==> config.mk <==
export PLATFORM = sky130hd
export DESIGN_NAME = accum_store_ctrl
export DESIGN_NICKNAME = d
export VERILOG_FILES = /design/src/rtl/accum_store_ctrl.sv
export SDC_FILE = /design/constraint.sdc
export NUM_CORES = 1
export LEC_CHECK = 0
export CORE_MARGIN = 2
export CORE_UTILIZATION = 40
export CTS_BUF_LIST = sky130_fd_sc_hd__clkbuf_4
export DETAILED_ROUTE_END_ITERATION = 8
export GPL_ROUTABILITY_DRIVEN = 0
export GPL_TIMING_DRIVEN = 0
export PLACE_DENSITY = 0.69
export SLEW_MARGIN = 20
export SYNTH_ARGS = -nofsm -noshare
export SYNTH_HDL_FRONTEND = slang
export SYNTH_SLANG_ARGS = --single-unit
==> constraint.sdc <==
create_clock -name clk -period 2.72 [get_ports clk]
set_clock_uncertainty 0.2 [all_clocks]
set_input_delay 0.544 -clock clk [delete_from_list [all_inputs] [get_ports clk]]
set_output_delay 0.544 -clock clk [all_outputs]
set_load 0.05 [all_outputs]
==> src/rtl/accum_store_ctrl.sv <==
// Store-pass sequencer: streams ACCUM rows 0..rows-1 into OUT_MEM at row*stride + tile_col,
// then clears the accumulator. Addresses are built incrementally and the write path trails reads.
module accum_store_ctrl #(
   parameter int unsigned SYS_COL    = 16,
   parameter int unsigned DATA_WIDTH = 16,
   parameter int unsigned ADDR_WIDTH = 16,
   parameter int unsigned ACCUM_SIZE = 1024,
   parameter int unsigned RD_LAT     = 1,
   localparam int unsigned ACCUM_ROW = ACCUM_SIZE / SYS_COL,
   localparam int unsigned RW        = $clog2(ACCUM_ROW)
) (
   input  logic                  clk,
   input  logic                  rstn,
   input  logic                  start,
   input  logic [DATA_WIDTH-1:0] num_out,
   input  logic [DATA_WIDTH-1:0] tile_col,
   input  logic [RW:0]           num_rows,
   input  logic                  hold,
   output logic [SYS_COL-1:0]    accum_rd_en,
   output logic [RW-1:0]         accum_rd_addr,
   output logic [SYS_COL-1:0]    out_wr_en,
   output logic [ADDR_WIDTH-1:0] out_wr_addr,
   output logic                  accum_clr,
   output logic                  busy,
   output logic                  done,
   output logic                  cfg_err
);

   localparam int unsigned Shift   = $clog2(SYS_COL);
   localparam logic [RW:0] MaxRows = (RW+1)'(ACCUM_ROW);

   typedef enum logic [1:0] {StIdle, StIssue, StDrain, StClear} state_e;

   state_e                state_q, state_d;
   logic [RW-1:0]         row_q, row_d;
   logic [RW:0]           rows_q, rows_d;
   logic [ADDR_WIDTH-1:0] stride_q, stride_d;
   logic [ADDR_WIDTH-1:0] addr_q, addr_d;
   logic [RD_LAT-1:0]     vld_q, vld_d;
   logic [ADDR_WIDTH-1:0] paddr_q [RD_LAT];
   logic [ADDR_WIDTH-1:0] paddr_d [RD_LAT];
   logic                  done_q, done_d;
   logic                  clr_q, clr_d;
   logic                  err_q, err_d;
   logic                  busy_q, busy_d;

   logic                  issue;
   logic                  pending;
   logic [DATA_WIDTH-1:0] stride_full;
   logic [RW:0]           rows_clamped;

   assign issue        = (state_q == StIssue) && !hold;
   assign stride_full  = num_out >> Shift;
   assign rows_clamped = (num_rows > MaxRows) ? MaxRows : num_rows;

   always_comb begin
      state_d  = state_q;
      row_d    = row_q;
      rows_d   = rows_q;
      stride_d = stride_q;
      addr_d   = addr_q;
      done_d   = 1'b0;
      clr_d    = 1'b0;
      err_d    = 1'b0;
      pending  = 1'b0;

      // Write pipe shifts every cycle; hold only gates what enters stage 0.
      vld_d[0]   = issue;
      paddr_d[0] = addr_q;
      for (int i = 1; i < int'(RD_LAT); i++) begin
         vld_d[i]   = vld_q[i-1];
         paddr_d[i] = paddr_q[i-1];
      end
      // Entries still short of the output stage after this cycle.
      for (int i = 0; i < int'(RD_LAT) - 1; i++) begin
         pending = pending | vld_q[i];
      end

      unique case (state_q)
         StIdle: begin
            if (start) begin
               if (stride_full == '0) begin
                  done_d = 1'b1;
                  err_d  = 1'b1;
               end else begin
                  rows_d   = rows_clamped;
                  stride_d = ADDR_WIDTH'(stride_full);
                  addr_d   = ADDR_WIDTH'(tile_col);
                  row_d    = '0;
                  if (rows_clamped == '0) begin
                     state_d = StClear;
                     clr_d   = 1'b1;
                     done_d  = 1'b1;
                  end else begin
                     state_d = StIssue;
                  end
               end
            end
         end
         StIssue: begin
            if (!hold) begin
               row_d  = row_q + RW'(1);
               addr_d = addr_q + stride_q;
               if ({1'b0, row_q} == rows_q - (RW+1)'(1)) begin
                  state_d = StDrain;
               end
            end
         end
         StDrain: begin
            if (!pending) begin
               state_d = StClear;
               clr_d   = 1'b1;
               done_d  = 1'b1;
            end
         end
         StClear: begin
            state_d = StIdle;
         end
         default: begin
            state_d = StIdle;
         end
      endcase

      busy_d = (state_d == StIssue) || (state_d == StDrain);
   end

   always_ff @(posedge clk or negedge rstn) begin
      if (!rstn) begin
         state_q  <= StIdle;
         row_q    <= '0;
         rows_q   <= '0;
         stride_q <= '0;
         addr_q   <= '0;
         vld_q    <= '0;
         paddr_q  <= '{default: '0};
         done_q   <= 1'b0;
         clr_q    <= 1'b0;
         err_q    <= 1'b0;
         busy_q   <= 1'b0;
      end else begin
         state_q  <= state_d;
         row_q    <= row_d;
         rows_q   <= rows_d;
         stride_q <= stride_d;
         addr_q   <= addr_d;
         vld_q    <= vld_d;
         paddr_q  <= paddr_d;
         done_q   <= done_d;
         clr_q    <= clr_d;
         err_q    <= err_d;
         busy_q   <= busy_d;
      end
   end

   assign accum_rd_en   = {SYS_COL{issue}};
   assign accum_rd_addr = issue ? row_q : '0;
   assign out_wr_en     = {SYS_COL{vld_q[RD_LAT-1]}};
   assign out_wr_addr   = vld_q[RD_LAT-1] ? paddr_q[RD_LAT-1] : '0;
   assign accum_clr     = clr_q;
   assign done          = done_q;
   assign cfg_err       = err_q;
   assign busy          = busy_q;

endmodule

# ---- Word level (Yosys, flattened, before mapping)
# Index checks and enable logic that the tools add are counted.
dict set report word_totals {
  ff_bits 64
  in_bits 43
  out_inout_bits 58
  wordCells 61
}
dict set report op_classes {
  n_bitwise 1
  magnitude_cmp 1
  eq_ne 9
  mux 27
  reduce_logical 9
  n_addsub 3
}
# operator count
set op_table {}
lappend op_table {{2-to-1 mux 16 bit} 4}
lappend op_table {{one-hot mux 16 bit (2 select lines)} 1}
lappend op_table {{2-to-1 mux 6 bit} 4}
lappend op_table {{adder 16 x 12 -> 16 bit} 1}
lappend op_table {{zero test 16 bit} 1}
lappend op_table {{one-hot mux 6 bit (2 select lines)} 1}
lappend op_table {{2-to-1 mux 2 bit} 5}
lappend op_table {{2-to-1 mux 1 bit} 8}
lappend op_table {{one-hot mux 2 bit (4 select lines)} 1}
lappend op_table {{equality test 6 x 7 -> 1 bit} 1}
lappend op_table {{> comparator 7 bit (second input constant)} 1}
lappend op_table {{zero test 7 bit} 1}
lappend op_table {{2-to-1 mux 7 bit} 1}
lappend op_table {{subtractor 7 x 1 -> 7 bit (second input constant)} 1}
lappend op_table {{adder 6 x 1 -> 6 bit (second input constant)} 1}
lappend op_table {{equality test 2 bit (second input constant)} 3}
lappend op_table {{!= test 2 bit (second input constant)} 3}
lappend op_table {{equality test 2 x 1 -> 1 bit (second input constant)} 2}
lappend op_table {{one-hot mux 1 bit (2 select lines)} 2}
lappend op_table {{AND reduction 4 bit} 1}
lappend op_table {{AND reduction 3 bit} 1}
lappend op_table {{zero test 2 bit} 1}
lappend op_table {{nonzero test 2 bit} 1}
lappend op_table {{logical AND 1 bit} 1}
lappend op_table {{other kinds (3)} 3}

# ---- Logic depth before layout (Yosys ltp)
# Gate-level depths: netlist (run 1).
dict set report depth {
  ltp_word 9
  depth_mapped 9
  depth_no_buf 9
}

# ---- Least setup slack after synthesis (run 1)
# OpenSTA, ideal clock, no wires.
dict set report synth_path {
  path_type {reg2out}
  from {register state_q[1]}
  to {output port accum_rd_addr[4]}
  t_arrival_ps 2059
  stages_incl_launch_ff 7
  slack_ps -83
  path_buffers 2
  t_required_ps 1976
  cell_sequence {dfrtp_1 nand2b_1 or2_2 inv_1 clkbuf_1 buf_2 and2_1}
}
dict set report synth_via {
  elab_chain_cells 3
}
# item line_no
set synth_lines {}
lappend synth_lines {{start: declaration} 34} ;# state_e state_q, state_d;
lappend synth_lines {{start signal: assignment} 129} ;# state_q <= StIdle;
lappend synth_lines {{start signal: assignment} 141} ;# state_q <= state_d;
lappend synth_lines {{equality test 2 x 1 -> 1 bit} 52} ;# assign issue = (state_q == StIssue) && !hold;
lappend synth_lines {{logical AND 1 bit} 52}
lappend synth_lines {{named net issue} 47} ;# logic issue;
lappend synth_lines {{2-to-1 mux 6 bit} 156} ;# assign accum_rd_addr = issue ? row_q : '0;
lappend synth_lines {{end: declaration} 20} ;# output logic [RW-1:0] accum_rd_addr,
# The timed path passes the listed nets, and every way through them passes these cells.

# ---- Worst setup path after layout (run 1)
# Same ends and word-level chain as after synthesis.

==> impl_metrics.toml, run 1 <==
[pwr]
power.total_mw = 6.33
power.sequential.fraction_pct = 26.6
power_density_nw_per_um2 = 1250
combinationalPowerShare_pct = 63.2
total_switching_power_mw = 3.03
cell_internal_pwr_mw = 3.30
p_sw_share_pct = 47.9
leakage_nw = 2.41
clock_power_share_pct = 10.2
vdd.ir_drop.worst_mv = 0.541

[logic_synthesis]
synth.net_count = 442
ys_top_cells_by_count = "64 x dfrtp_1, 62 x nand2_1, 32 x buf_4"
yosys.cell_count.top_type = "dfrtp_1"
post-synth-top-area-cell = "dfrtp_1"
ys_async_sr_fraction_pct = 100
synth_compound_area_share_pct = 14.7
synth.yosys.seq_area_share_pct = 45.0
postSynthAreaPerCell_um2 = 9.28
synth.mux.area_fraction_pct = 0
syn_inst = 384
synth_simple_gate_area_share_pct = 21.1
synth_adder_area_share_pct = 5.48
post_synth_xor_area_fraction_pct = 4.67
synth_top_family_by_area = "simple AND/OR/NAND/NOR gates"
post_synth_instance_area_um2 = 3560
yosys.cell_types.count = 51
register_bit_total_from_synthesis = 64
area_contributors_post_synth = "dfrtp_1 45%, buf_4 6.7%, nand2_1 6.5%"
yosysWarnings = 0
synth_ff_type = "dfrtp_1"
synth-edff-count = 0
synth_top_cell_area_share_pct = 45.0

[finish]
num_antenna_cells = 0
multiInputGateArea_um2 = 1680
final_non_filler_cell_total = 615
final_nets = 560
nFillCells = 767
share_of_post_route_cells_with_drive_strength_above_1_pct = 21.7
layout_overhead_on_the_synthesized_area_pct = 42.1
sequential_cell_area_um2 = 1600
finalInstanceArea_um2 = 5060

[cts]
tritoncts_clock_tree = "done"
clock_tree.buffer_depth = 2
worstSkewPairLatency_ns = 0.41
clk_root_buffer_cell = "clkbuf_4"
cts-buffers-inserted = 9
clkTransAtPathRegs_ns = 0.11
cts_sinks = 64
h-tree-depth = 3

[detailed_routing]
initialDrtViolationCount = 108
detail_route.wl_per_cell_um = 15.2
postRouteWirelength_mm = 9.37
routed_via_density = 5.20
via_count = 3197
ant_nets = 0
drcViolationCount = 0
detail_route.first_pass.iterations = 4

[timing]
rsz0062_at_grt = "no"
report.final.slew_viol_count = 0
fmax_mhz = 378
setup_viol = 0
setup_total_negative_slack_ns = 0
worst_slew_margin_rel_pct = 57.3
final_critical_path_time_including_i_o_delays_and_setup_ns = 2.64
final_hold_viol_count = 0
layout_worst_path_cycle_share_pct = 97.2
tightestPinTransition_ns = 0.640

[worst_hold_path]
hold_start = "addr_q[0]"
whs_path_depth = 0
hold_path_end = "paddr_q[0]"
min_path_type = "flip-flop to flip-flop"

[placed_design]
post-place-cells = 589
dpl-instance-area_um2 = 4680
dp_hpwl_mm = 6.68
number_of_port_buffers = 96

[global_routing]
groute.usage.overall_pct = 19.4
grt_pass1_wl_mm = 15.1
grt_pass1_vias = 3123
grt-ovfl-total = 0
number_of_antenna_violations_at_the_first_check_in_global_routing = 0
largest_net_degree_at_the_start_of_global_routing = 49

[die]
vertical_die_dimension_um = 98.4
rows = 34
io_pins = 101
dieArea_um2 = 9680
start_util_pct = 41.0
coreArea_um2 = 8680
floorplan.die.width_um = 98.4

[outcome]
outcome = "finished, final reports clean"

[setup_path]
crit_fanout = 7
worst_r2r_endpoint = "addr_q[12]"
ff2ff_setup_slack_ns = 0.12
rr_startpoint = "stride_q[0]"
cp_data_arrival_time_ns = 1.90
worstSetupPathType = "flip-flop to primary output"
timing.critical_path.to_type = "primary output"
worstRegToRegCells = 9
timing.critical_path.from_type = "flip-flop"
critPathRequiredTime_ns = 1.98

[flow_run]
timing.max_cap.violations = 0
==> layer usage <==
layer,vias to the layer above,global-route usage [%],share of wire (%)
li1,1539,-,-
met1,1515,26.0,45
met2,122,30.2,46
met3,21,4.58,6.7
met4,0,8.64,2.1
met5,-,0,0
==> worst max-delay path by stage <==
stage                     from                to  slack (ns)  cells past startpoint
floorplan           state_q[1]  accum_rd_addr[4]        0.04                      6
global placement          hold  accum_rd_addr[4]       -1.53                      7
detailed placement        hold  accum_rd_addr[4]       -1.56                      7
CTS                 state_q[1]  accum_rd_addr[4]      -0.002                      7
global route        state_q[1]  accum_rd_addr[4]       0.002                      7
finish              state_q[1]  accum_rd_addr[4]        0.08                      7
==> sequential cells by signal, summed over array words and instances (netlist names) <==
| signal | flops |
|---|---|
| state_q | 2 |
| accum_clr | 1 |
| row_q | 6 |
| addr_q | 16 |
| rows_q | 7 |
| busy | 1 |
| paddr_q | 16 |
| cfg_err | 1 |
| stride_q | 12 |
| vld_q | 1 |
| done | 1 |
==> critical path: stages, from the launching register on <==
cell and delay, ns:
dfrtp_1 0.41, nand2b_4 0.15, or2_4 0.28, inv_6 0.09, clkbuf_16 0.16, buf_12 0.12
and2_4 0.15, buf_8 0.14
==> cells by family after synthesis <==
group                      Yosys count
and+or+nand+nor                    153
DFF                                 64
AOI/OAI and AO/OA                   81
xor gates and xnor gates            19
adders and majority gates           15
buffers and inverters               52
==> cell type report <==
class	instances	share of cell area (%)
plain buffers	44	6.62
clock buffers	11	1.63
clock inverters	5	0.939
inverters	8	0.692
multi-input cells	268	33.1
flip-flops and latches	64	31.7
well taps	108	2.67
repair buffers	107	22.6
==> power groups by stage <==
stage	Sequential (mW)	Combinational (mW)	Clock, mW
2_1_floorplan	1.62	2.81	0
3_3_place_gp	1.68	3.67	0
3_5_place_dp	1.70	3.76	0
4_1_cts	1.68	3.85	0.652
5_1_grt	1.74	4.32	0.695
6_report	1.68	4.00	0.646
==> metrics by stage <==
step                setup slack [ns]  hold WS (ns)  util (%)
finish                        0.0768         0.223      58.3
global route                 0.00224         0.242      58.3
CTS                         -0.00198         0.227      56.4
detailed placement             -1.56         0.205      54.0
global placement               -1.53         0.192      53.7
floorplan                     0.0372        0.0484         -
==> cells in the final DEF (no fill, tap or decap), types with 13 or more instances in the layout <==
cell type,synthesis,layout
nand2_1,62,62
dfrtp_1,64,62
clkdlybuf4s50_1,0,40
buf_4,32,39
nor2_1,25,24
and2_1,23,22
a21oi_1,21,20
buf_6,1,14
ha_1,14,14
dlygate4sd2_1,0,14
o21ai_0,13,13
==> repair_timing <==
item                                    in CTS  in global routing
endpoints found under the hold margin       16                  0
setup buffers                                1                  5
gates cloned                                 1                  2
endpoints found under the setup margin      61                 47
pin swaps                                    0                  1
hold buffers                                 1                  0
resized for setup                          199                 32
Power figures use the tool's default switching activity.
==> inputs of run 2 (changes only) <==
--- a/config.mk
+++ b/config.mk
@@ -5,9 +5,11 @@
 export SDC_FILE = /design/constraint.sdc
 export NUM_CORES = 1
 export LEC_CHECK = 0
+export ABC_CLOCK_PERIOD_IN_PS = 2720
 export CORE_MARGIN = 2
 export CORE_UTILIZATION = 40
 export CTS_BUF_LIST = sky130_fd_sc_hd__clkbuf_4
+export CTS_CLUSTER_DIAMETER = 150
 export DETAILED_ROUTE_END_ITERATION = 8
 export GPL_ROUTABILITY_DRIVEN = 0
 export GPL_TIMING_DRIVEN = 0
==> results of run 2 <==
Same layout as run 1: the final DEF is identical, and so are final timing and power.
